`src/rtl/muldiv_unit.sv`:
```
// Iterative RV32M multiply/divide: shift-add multiply, restoring divide, one result per accepted op.
// Latency: 33 cycles from accept to the wen pulse (1 cycle for divide-by-zero / signed-overflow cases).
// Backpressure: busy holds execute stalled; start while busy is ignored, nothing is queued.
module muldiv_unit #(
    parameter int XLEN = 32
) (
    input  logic            clock,
    input  logic            rst,
    input  logic            start,
    input  logic [2:0]      funct3,
    input  logic [XLEN-1:0] rs1data,
    input  logic [XLEN-1:0] rs2data,
    input  logic [4:0]      rd_in,
    output logic            busy,
    output logic            wen,
    output logic [4:0]      rdaddr,
    output logic [XLEN-1:0] wdata
);

    typedef enum logic [1:0] {
        S_IDLE = 2'd0,
        S_CALC = 2'd1,
        S_DONE = 2'd2
    } state_t;

    localparam logic [2:0] F_MUL    = 3'b000;
    localparam logic [2:0] F_MULH   = 3'b001;
    localparam logic [2:0] F_MULHSU = 3'b010;
    localparam logic [2:0] F_MULHU  = 3'b011;
    localparam logic [2:0] F_DIV    = 3'b100;
    localparam logic [2:0] F_DIVU   = 3'b101;
    localparam logic [2:0] F_REM    = 3'b110;
    localparam logic [2:0] F_REMU   = 3'b111;

    localparam logic [XLEN-1:0] MOST_NEG = {1'b1, {(XLEN-1){1'b0}}};
    localparam logic [XLEN-1:0] ALL_ONES = {XLEN{1'b1}};

    // Architectural state
    state_t              r_state;
    logic [2:0]          r_funct3;
    logic [4:0]          r_rd;
    logic                r_sign_a;
    logic                r_sign_b;
    // Multiply: multiplicand magnitude. Divide: divisor magnitude.
    logic [XLEN-1:0]     r_op;
    // Multiply: {partial product, remaining multiplier bits}.
    // Divide:   {partial remainder, remaining dividend bits / quotient bits}.
    logic [2*XLEN-1:0]   r_acc;
    logic [4:0]          r_cnt;
    logic                r_busy;
    logic                r_wen;
    logic [4:0]          r_rdaddr;
    logic [XLEN-1:0]     r_wdata;

    // Accept-side decode
    logic                w_is_div;
    logic                w_a_signed;
    logic                w_b_signed;
    logic                w_sign_a;
    logic                w_sign_b;
    logic [XLEN-1:0]     w_mag_a;
    logic [XLEN-1:0]     w_mag_b;
    logic                w_div_zero;
    logic                w_div_ovf;
    logic                w_special;
    logic [XLEN-1:0]     w_special_val;

    // Iteration datapath
    logic [XLEN:0]       w_mul_sum;
    logic [2*XLEN-1:0]   w_mul_next;
    logic [XLEN:0]       w_div_shift;
    logic                w_div_ge;
    logic [XLEN-1:0]     w_div_sub;
    logic [XLEN-1:0]     w_div_rem;
    logic [2*XLEN-1:0]   w_div_next;
    logic [2*XLEN-1:0]   w_acc_next;

    // Sign fixup and result select
    logic [2*XLEN-1:0]   w_prod;
    logic [XLEN-1:0]     w_quo;
    logic [XLEN-1:0]     w_rem;
    logic [XLEN-1:0]     w_result;

    // Operand signedness per op: MULH/DIV/REM treat both as signed, MULHSU only rs1.
    always_comb begin
        w_is_div   = funct3[2];
        w_a_signed = (funct3 == F_MULH) || (funct3 == F_MULHSU) ||
                     (funct3 == F_DIV)  || (funct3 == F_REM);
        w_b_signed = (funct3 == F_MULH) || (funct3 == F_DIV) || (funct3 == F_REM);
        w_sign_a   = w_a_signed & rs1data[XLEN-1];
        w_sign_b   = w_b_signed & rs2data[XLEN-1];
        w_mag_a    = w_sign_a ? ({XLEN{1'b0}} - rs1data) : rs1data;
        w_mag_b    = w_sign_b ? ({XLEN{1'b0}} - rs2data) : rs2data;
    end

    // Divide-by-zero and signed overflow are resolved at accept and skip the iteration.
    always_comb begin
        w_div_zero = w_is_div && (rs2data == {XLEN{1'b0}});
        w_div_ovf  = ((funct3 == F_DIV) || (funct3 == F_REM)) &&
                     (rs1data == MOST_NEG) && (rs2data == ALL_ONES);
        w_special  = w_div_zero || w_div_ovf;
        if (w_div_zero) begin
            w_special_val = funct3[1] ? rs1data : ALL_ONES;
        end else begin
            w_special_val = funct3[1] ? {XLEN{1'b0}} : MOST_NEG;
        end
    end

    // One iteration of shift-add multiply and restoring divide, selected by the latched op.
    always_comb begin
        // Multiply: add multiplicand into the upper half when the current multiplier
        // bit (LSB of the lower half) is set, then shift the whole pair right by one.
        w_mul_sum  = {1'b0, r_acc[2*XLEN-1:XLEN]} +
                     (r_acc[0] ? {1'b0, r_op} : {(XLEN+1){1'b0}});
        w_mul_next = {w_mul_sum, r_acc[XLEN-1:1]};

        // Divide: shift the next dividend bit (MSB of the lower half) into the remainder.
        // The remainder is always below the divisor, so the shifted value fits in 33 bits
        // and, when the subtract succeeds, the difference fits back in 32.
        w_div_shift = {r_acc[2*XLEN-1:XLEN], r_acc[XLEN-1]};
        w_div_ge    = (w_div_shift >= {1'b0, r_op});
        w_div_sub   = w_div_shift[XLEN-1:0] - r_op;
        w_div_rem   = w_div_ge ? w_div_sub : w_div_shift[XLEN-1:0];
        w_div_next  = {w_div_rem, r_acc[XLEN-2:0], w_div_ge};

        w_acc_next  = r_funct3[2] ? w_div_next : w_mul_next;
    end

    // Sign fixup on the final iteration's value so the result can be registered into DONE.
    always_comb begin
        w_prod = (r_sign_a ^ r_sign_b) ? ({(2*XLEN){1'b0}} - w_acc_next) : w_acc_next;
        w_quo  = (r_sign_a ^ r_sign_b) ? ({XLEN{1'b0}} - w_acc_next[XLEN-1:0])
                                       : w_acc_next[XLEN-1:0];
        w_rem  = r_sign_a ? ({XLEN{1'b0}} - w_acc_next[2*XLEN-1:XLEN])
                          : w_acc_next[2*XLEN-1:XLEN];
        w_result = w_prod[XLEN-1:0];
        case (r_funct3)
            F_MUL:                    w_result = w_prod[XLEN-1:0];
            F_MULH, F_MULHSU, F_MULHU: w_result = w_prod[2*XLEN-1:XLEN];
            F_DIV, F_DIVU:            w_result = w_quo;
            F_REM, F_REMU:            w_result = w_rem;
            default:                  w_result = w_prod[XLEN-1:0];
        endcase
    end

    // Control FSM with registered outputs: IDLE accepts, CALC iterates 32 times, DONE writes back.
    always_ff @(posedge clock or posedge rst) begin
        if (rst) begin
            r_state  <= S_IDLE;
            r_funct3 <= 3'b000;
            r_rd     <= 5'd0;
            r_sign_a <= 1'b0;
            r_sign_b <= 1'b0;
            r_op     <= {XLEN{1'b0}};
            r_acc    <= {(2*XLEN){1'b0}};
            r_cnt    <= 5'd0;
            r_busy   <= 1'b0;
            r_wen    <= 1'b0;
            r_rdaddr <= 5'd0;
            r_wdata  <= {XLEN{1'b0}};
        end else begin
            case (r_state)
                S_IDLE: begin
                    r_wen <= 1'b0;
                    if (start) begin
                        r_funct3 <= funct3;
                        r_rd     <= rd_in;
                        r_sign_a <= w_sign_a;
                        r_sign_b <= w_sign_b;
                        r_cnt    <= 5'd0;
                        r_busy   <= 1'b1;
                        // Divide keeps the dividend in the low half and the divisor aside;
                        // multiply keeps the multiplier in the low half and the multiplicand aside.
                        r_op     <= w_is_div ? w_mag_b : w_mag_a;
                        r_acc    <= {{XLEN{1'b0}}, (w_is_div ? w_mag_a : w_mag_b)};
                        if (w_special) begin
                            r_state  <= S_DONE;
                            r_wen    <= (rd_in != 5'd0);
                            r_rdaddr <= rd_in;
                            r_wdata  <= w_special_val;
                        end else begin
                            r_state  <= S_CALC;
                        end
                    end
                end
                S_CALC: begin
                    r_acc <= w_acc_next;
                    r_cnt <= r_cnt + 5'd1;
                    if (r_cnt == 5'd31) begin
                        // Result is registered on the edge that enters DONE, so wen is
                        // visible for the whole DONE cycle.
                        r_state  <= S_DONE;
                        r_wen    <= (r_rd != 5'd0);
                        r_rdaddr <= r_rd;
                        r_wdata  <= w_result;
                    end
                end
                S_DONE: begin
                    r_state <= S_IDLE;
                    r_wen   <= 1'b0;
                    r_busy  <= 1'b0;
                end
                default: begin
                    r_state <= S_IDLE;
                    r_wen   <= 1'b0;
                    r_busy  <= 1'b0;
                end
            endcase
        end
    end

    assign busy   = r_busy;
    assign wen    = r_wen;
    assign rdaddr = r_rdaddr;
    assign wdata  = r_wdata;

endmodule

```
`config.mk`:
```
export PLATFORM = sky130hd
export DESIGN_NAME = muldiv_unit
export DESIGN_NICKNAME = d
export VERILOG_FILES = /design/src/rtl/muldiv_unit.sv
export SDC_FILE = /design/constraint.sdc
export NUM_CORES = 1
export LEC_CHECK = 0
export CORE_MARGIN = 2
export CORE_UTILIZATION = 40
export CTS_CLUSTER_DIAMETER = 30
export DETAILED_ROUTE_END_ITERATION = 16
export GPL_TIMING_DRIVEN = 0
export PLACE_DENSITY = 0.64
export SYNTH_ARGS = -nofsm -noshare
export SYNTH_HDL_FRONTEND = slang
export SYNTH_SLANG_ARGS = --single-unit
```
`constraint.sdc`:
```
create_clock -name clock -period 9.8 [get_ports clock]
set_input_delay 2.45 -clock clock [delete_from_list [all_inputs] [get_ports clock]]
set_output_delay 2.45 -clock clock [all_outputs]
set_load 0.05 [all_outputs]
```
Yosys cells after proc, flatten, opt, wreduce, memory -nomap -nowiden
Index checks and enable logic that the tools add are counted.
Storage, ports and cells
  word-level logic and storage cells: 103
  output and inout port bits: 39
  bits of input ports: 75
  bits in registers: 152
Cells by class
  bitwise logic cells: 4
  order comparisons: 1
  mux-type cells: 36
  reduce and logical (&&, ||, !) cells: 24
  equality and inequality tests: 18
  $add $sub $neg: 8
Operators by type and width (number)
  two-way mux 32 bit: 14
  two-way mux 64 bit: 3
  case mux 32 bit (4 select lines): 1
  case mux 64 bit (2 select lines): 1
  subtractor 1 x 32 -> 32 bit, first input constant: 4
  == test 32 bit, second input constant: 2
  case mux 32 bit (2 select lines): 1
  subtractor 1 x 64 -> 64 bit, first input constant: 1
  adder 32 x 32 -> 33 bit: 1
  greater-or-equal comparator 33 x 32 -> 1 bit: 1
  logical NOT 32 bit: 1
  subtractor 32 bit: 1
  two-way mux 5 bit: 4
  case mux 5 bit (2 select lines): 2
  == test 3 bit, second input constant: 6
  nonzero test 5 bit: 2
  == test 3 x 2 -> 1 bit, second input constant: 3
  AND reduction 2 bit: 4
  logical OR 1 bit: 7
  == test 3 x 1 -> 1 bit, second input constant: 2
  two-way mux 2 bit: 3
  != test 2 bit, second input constant: 3
  adder 5 x 1 -> 5 bit, second input constant: 1
  == test 5 bit, second input constant: 1
  14 further kinds: 22

Depth between registers and ports, before layout
  depth in word-level cells: 9
  gate-level depth with buffers: 22
  mapped depth without buffers: 19

Worst setup path after synthesis
No wires, ideal clock.
  kind: input-to-reg
  from: input port rs2data[27]
  to: register r_wdata[19] (netlist: wdata[19])
  stages on the path: 11
  buffers on the path: 0
  path slack: 4399 ps
  library setup time: 154 ps
  data required time: 9646 ps
  data arrival time: 5246 ps
  cells stage by stage: or4_1 > or3_1 > or4b_1 > nor2_1 > nor3_1 > a21o_1 > inv_2 > o211ai_1 > or4_1 > a31oi_1 > a311oi_1
Between the ends
  word-level cells in the longest chain between the ends: 6
  elaborated cells between the ends (all ways): 11
  those cells by class: eq/ne: 2; mux: 4; reduce/logical: 5
RTL lines
  from (decl): line 12  | input logic [XLEN-1:0] rs2data,
  logical NOT 32 bit: line 98  | w_div_zero = w_is_div && (rs2data == {XLEN{1'b0}});
  logical AND 1 bit: line 98
  two-way mux 32 bit: line 102  | if (w_div_zero) begin
  two-way mux 32 bit: line 176  | if (w_special) begin
  two-way mux 32 bit: line 165  | if (start) begin
  case mux 32 bit (2 select lines): line 162  | case (r_state)
  to (signal assigned): line 160  | r_wdata <= {XLEN{1'b0}};
  to (signal assigned): line 180  | r_wdata <= w_special_val;
  to (signal assigned): line 195  | r_wdata <= w_result;
  to (decl): line 53  | logic [XLEN-1:0] r_wdata;
Several ways; a longest one is shown, not always the timed one. The select of a mux whose other input is x is not followed.
A chain may end at the register's enable or synchronous reset.

Worst setup path after layout
  from: register r_funct3[2]
  to: register r_wdata[20] (netlist: wdata[20])
Between the ends
  word-level cells in the longest chain between the ends: 6
  elaborated cells between the ends (all ways): 21
  those cells by class: add/sub: 3; eq/ne: 7; mux: 7; reduce/logical: 4
RTL lines
  from (decl): line 40  | logic [2:0] r_funct3;
  from (signal assigned): line 166  | r_funct3 <= funct3;
  two-way mux 64 bit: line 126  | w_acc_next = r_funct3[2] ? w_div_next : w_mul_next;
  subtractor 1 x 64 -> 64 bit (tied with other cells): line 131  | w_prod = (r_sign_a ^ r_sign_b) ? ({(2*XLEN){1'b0}} - w_acc_next) : w_acc_next;
  two-way mux 64 bit (tied with other cells): line 131
  case mux 32 bit (4 select lines) (*): line 137  | case (r_funct3)
  two-way mux 32 bit (*): line 189  | if (r_cnt == 5'd31) begin
  case mux 32 bit (2 select lines) (*): line 162
Mark *: on every way between the ends. The rest lies on a longest branch, timed or not. The select of a mux whose other input is x is not followed.

==> impl_metrics.csv <==
group,metric,value,unit
setup_path,r2r_slack,1.39,ns
cells_and_area,fill_cells,4137,
sta,slew_viol_final,0,
synth,synth_cells,2241,
floorplan,die_w,207,um
synth,yosysMostFrequentCell,"nand2_1",
synth,synth_edf_count,0,
setup_path,critical-path-max-stage-delay,0.64,ns
detailed_routing,initialDrtViolationCount,2355,
synth,synth_area_leaders,"dfrtp_1, o21ai_0, nand2_1",
detailed_routing,drtAntennaViolNets,0,
global_routing,grt_max_degree,88,
sta,tightest_slew,1.44,ns
detailed_routing,drtPass1Iterations,7,
global_routing,grt_pass1_vias,18500,
cells_and_area,layout-drive-gt1-share,4.19,%
clocking,cts_tree,"done",
floorplan,start_util,40.6,%
synth,synthArstFlopShare,100,%
clocking,root_buffer,"clkbuf_16",
synth,ys_seq_elements,152,
setup_path,r2r-start,"r_funct3[2]$_DFFE_PP0P_",
detailed_routing,drc,0,
setup_path,timing.rr.end,"wdata[20]$_DFFE_PP0P_",
global_routing,grt_antenna_before_repair,4,
clocking,cts_made_buffers,17,
clocking,clock_path_buffers,2,
clocking,path_clk_slew,0.08,ns
global_routing,grt_use_total,38.5,%
synth,ys_warn_count,0,
setup_path,crit_chain,"buf_2, buf_2, buf_2, buf_2, buf_2, buf_2, buf_2, buf_2, mux2i_1, ha_1, o21ai_0, or3_1, nor2_1, nand2_1, nor2_1, nand2_1, o21ai_0, nand2_1, a311o_1, a41oi_1",
sta,skew,0.0178,ns
synth,synth_cell_types,91,
synth,syn_area_per_cell,7.39,sq um
detailed_routing,finalWirelength,85.3,mm
synth,synthTopCellsByCount,"nand2_1, o21ai_0, nor2_1",
placed_design,dpl.hpwl,68.6,mm
floorplan,fp.dieH,207,um
placed_design,port_buffers,111,
setup_path,critPathArrivalTime,8.79,ns
setup_path,rr_worst_depth,20,
detailed_routing,vias,19500,
detailed_routing,wl_per_cell,29.2,um
setup_path,worstPathRequired,10.18,ns
run_status,status,"complete, no violations",
worst_hold_path,whs_path_depth,1,
clocking,postCtsSetupBuffers,0,
setup_path,cp_common_cell,"buf_2",
floorplan,std_cell_rows,74,
synth,synth_seq_area_share,23.0,%
detailed_routing,viasPerCell,6.68,
cells_and_area,area_growth,14.9,%
global_routing,overflow,0,
synth,ys.flop_type,"dfrtp_1",
worst_hold_path,min_from,"busy$_DFFE_PP0P_",
setup_path,crit_fanout,10,
sta,max_clock_freq,119,MHz
worst_hold_path,hold_path.class,"flop to flop",
floorplan,io_pins,114,
flow_run,drv_cap,0,
clocking,cts_sinks,152,
sta,period_minus_slack,8.41,ns
sta,final-hold-violation-count,0,
floorplan,die_area,43000,sq um
setup_path,cp-start-kind,"flop",
placed_design,gp_congestion,1.09,
sta,slew_headroom,3.60,%
cells_and_area,nNetsFinal,2520,
floorplan,core,40800,sq um
synth,yosys.area.top_type,"dfrtp_1",
sta,finalSetupViolations,0,
setup_path,end_kind,"flop",
synth,syn_area,16600,sq um
sta,tns,0,ns
synth,netlist.area_leader.share,23.0,%
clocking,holdBufCountCts,0,
clocking,post_cts_resized,0,
setup_path,criticalPathCategory,"flop to flop",
clocking,clk_latency,0.46,ns
synth,synth_fp_nets,2389,
setup_path,cp_slowest_cell,"dfrtp_1",
global_routing,grt_pass1_wl,124,mm
worst_hold_path,min_to,"busy$_DFFE_PP0P_",
sta,post-route-period-util,85.8,%
sta,rsz0062_at_grt,"false",
clocking,h-tree-depth,4,
[flip-flops by register name (all words and copies together), names as in the netlist]
name / cells
r_acc: 64
rdaddr: 5
wdata: 32
r_op: 32
wen: 1
busy: 1
r_sign_b: 1
r_funct3: 3
r_sign_a: 1
r_state: 2
r_rd: 5
r_cnt: 5
[layout make-up]
| type | instances | area, sq um | share of cell area [%] |
|---|---|---|---|
| Antenna cell | 2 | 5.00 | 0.0263 |
| Buffer | 137 | 574 | 3.02 |
| Clock buffer | 22 | 464 | 2.44 |
| Clock inverter | 10 | 190 | 0.999 |
| Inverter | 73 | 282 | 1.48 |
| Multi-Input combinational cell | 1879 | 11900 | 62.6 |
| Sequential cell | 152 | 3800 | 20.0 |
| Tap cell | 532 | 666 | 3.50 |
| Timing Repair Buffer | 112 | 1140 | 5.98 |
[worst max-delay path by stage]
stage | from | slack [ns] | depth (start not counted) | to
after floorplan | rst | 3.26 | 1 | busy$_DFFE_PP0P_
after global placement | rst | 0.79 | 2 | wdata[23]$_DFFE_PP0P_
after detailed placement | r_funct3[2]$_DFFE_PP0P_ | 1.77 | 20 | wdata[20]$_DFFE_PP0P_
after CTS | r_funct3[2]$_DFFE_PP0P_ | 1.72 | 20 | wdata[20]$_DFFE_PP0P_
after global routing | r_funct3[2]$_DFFE_PP0P_ | 1.32 | 20 | wdata[20]$_DFFE_PP0P_
final | r_funct3[2]$_DFFE_PP0P_ | 1.39 | 20 | wdata[20]$_DFFE_PP0P_
[worst max-delay path, delay by kind of cell, from the launching register on]
| family | cells | cell delay (ns) |
|---|---|---|
| AOI/OAI and AO/OA | 4 | 1.35 |
| adders and majority gates | 1 | 0.27 |
| buffers and inverters | 8 | 3.61 |
| DFF | 1 | 0.64 |
| muxes | 1 | 0.45 |
| and+or+nand+nor | 6 | 1.99 |
[cell usage in the layout, fill, tap and decap left out, drive strengths merged, types with 12 or more instances in the layout]
master and n:
o31ai 33, inv 74, xnor2 73, nand3 39, nand2b 16, nor3b 15
a21o 32, nor2b 15, buf 38, o221ai 36, a22o 24, nand4 36
clkbuf 122, and3 19, ha 71, xor2 59, nor4 23, o21a 19
nand2 285, o21ai 225, o211ai 28, a21oi 166, dfrtp 152, a31oi 44
or2 12, mux2i 53, a211oi 15, a21boi 14, nor2 179, and2 45
o211a 13, or3 20, or4 13, clkdlybuf4s50 111, nor3 93, o22ai 12
[routing by layer]
layer	up-vias	wire length [um]	GRT usage (%)
li1	8600	-	-
met1	9477	33900	48.4
met2	1168	37800	60.5
met3	263	8210	8.97
met4	2	5340	21.9
met5	-	18	0
[cell families (layout without fill, tap and decap cells)]
kind of cell,Yosys count,count (layout),share of synthesized area (%)
other cells,0,2,0
fa+ha+maj,73,73,5.61
xor+xnor,132,132,6.98
flops,152,152,23.0
buf+inv,210,354,5.12
mux,59,59,3.61
simple gates,841,841,24.7
compound gates,774,774,31.0
[per-stage QoR]
stage	cells	cell area (sq um)	hold WS (ns)	setup slack, ns	utilization (%)
after global placement	2884	18300	0.471	0.792	44.9
after floorplan	2241	16600	0.449	3.26	-
after CTS	2917	19000	0.488	1.72	46.6
after global routing	2917	19000	0.510	1.32	46.6
after detailed placement	2885	18400	0.472	1.77	45.0
final	2919	19000	0.481	1.39	46.6
Power is left out: the tool's default activity adds up to more than one toggle a clock period on the data nets, which glitch-free logic cannot reach.
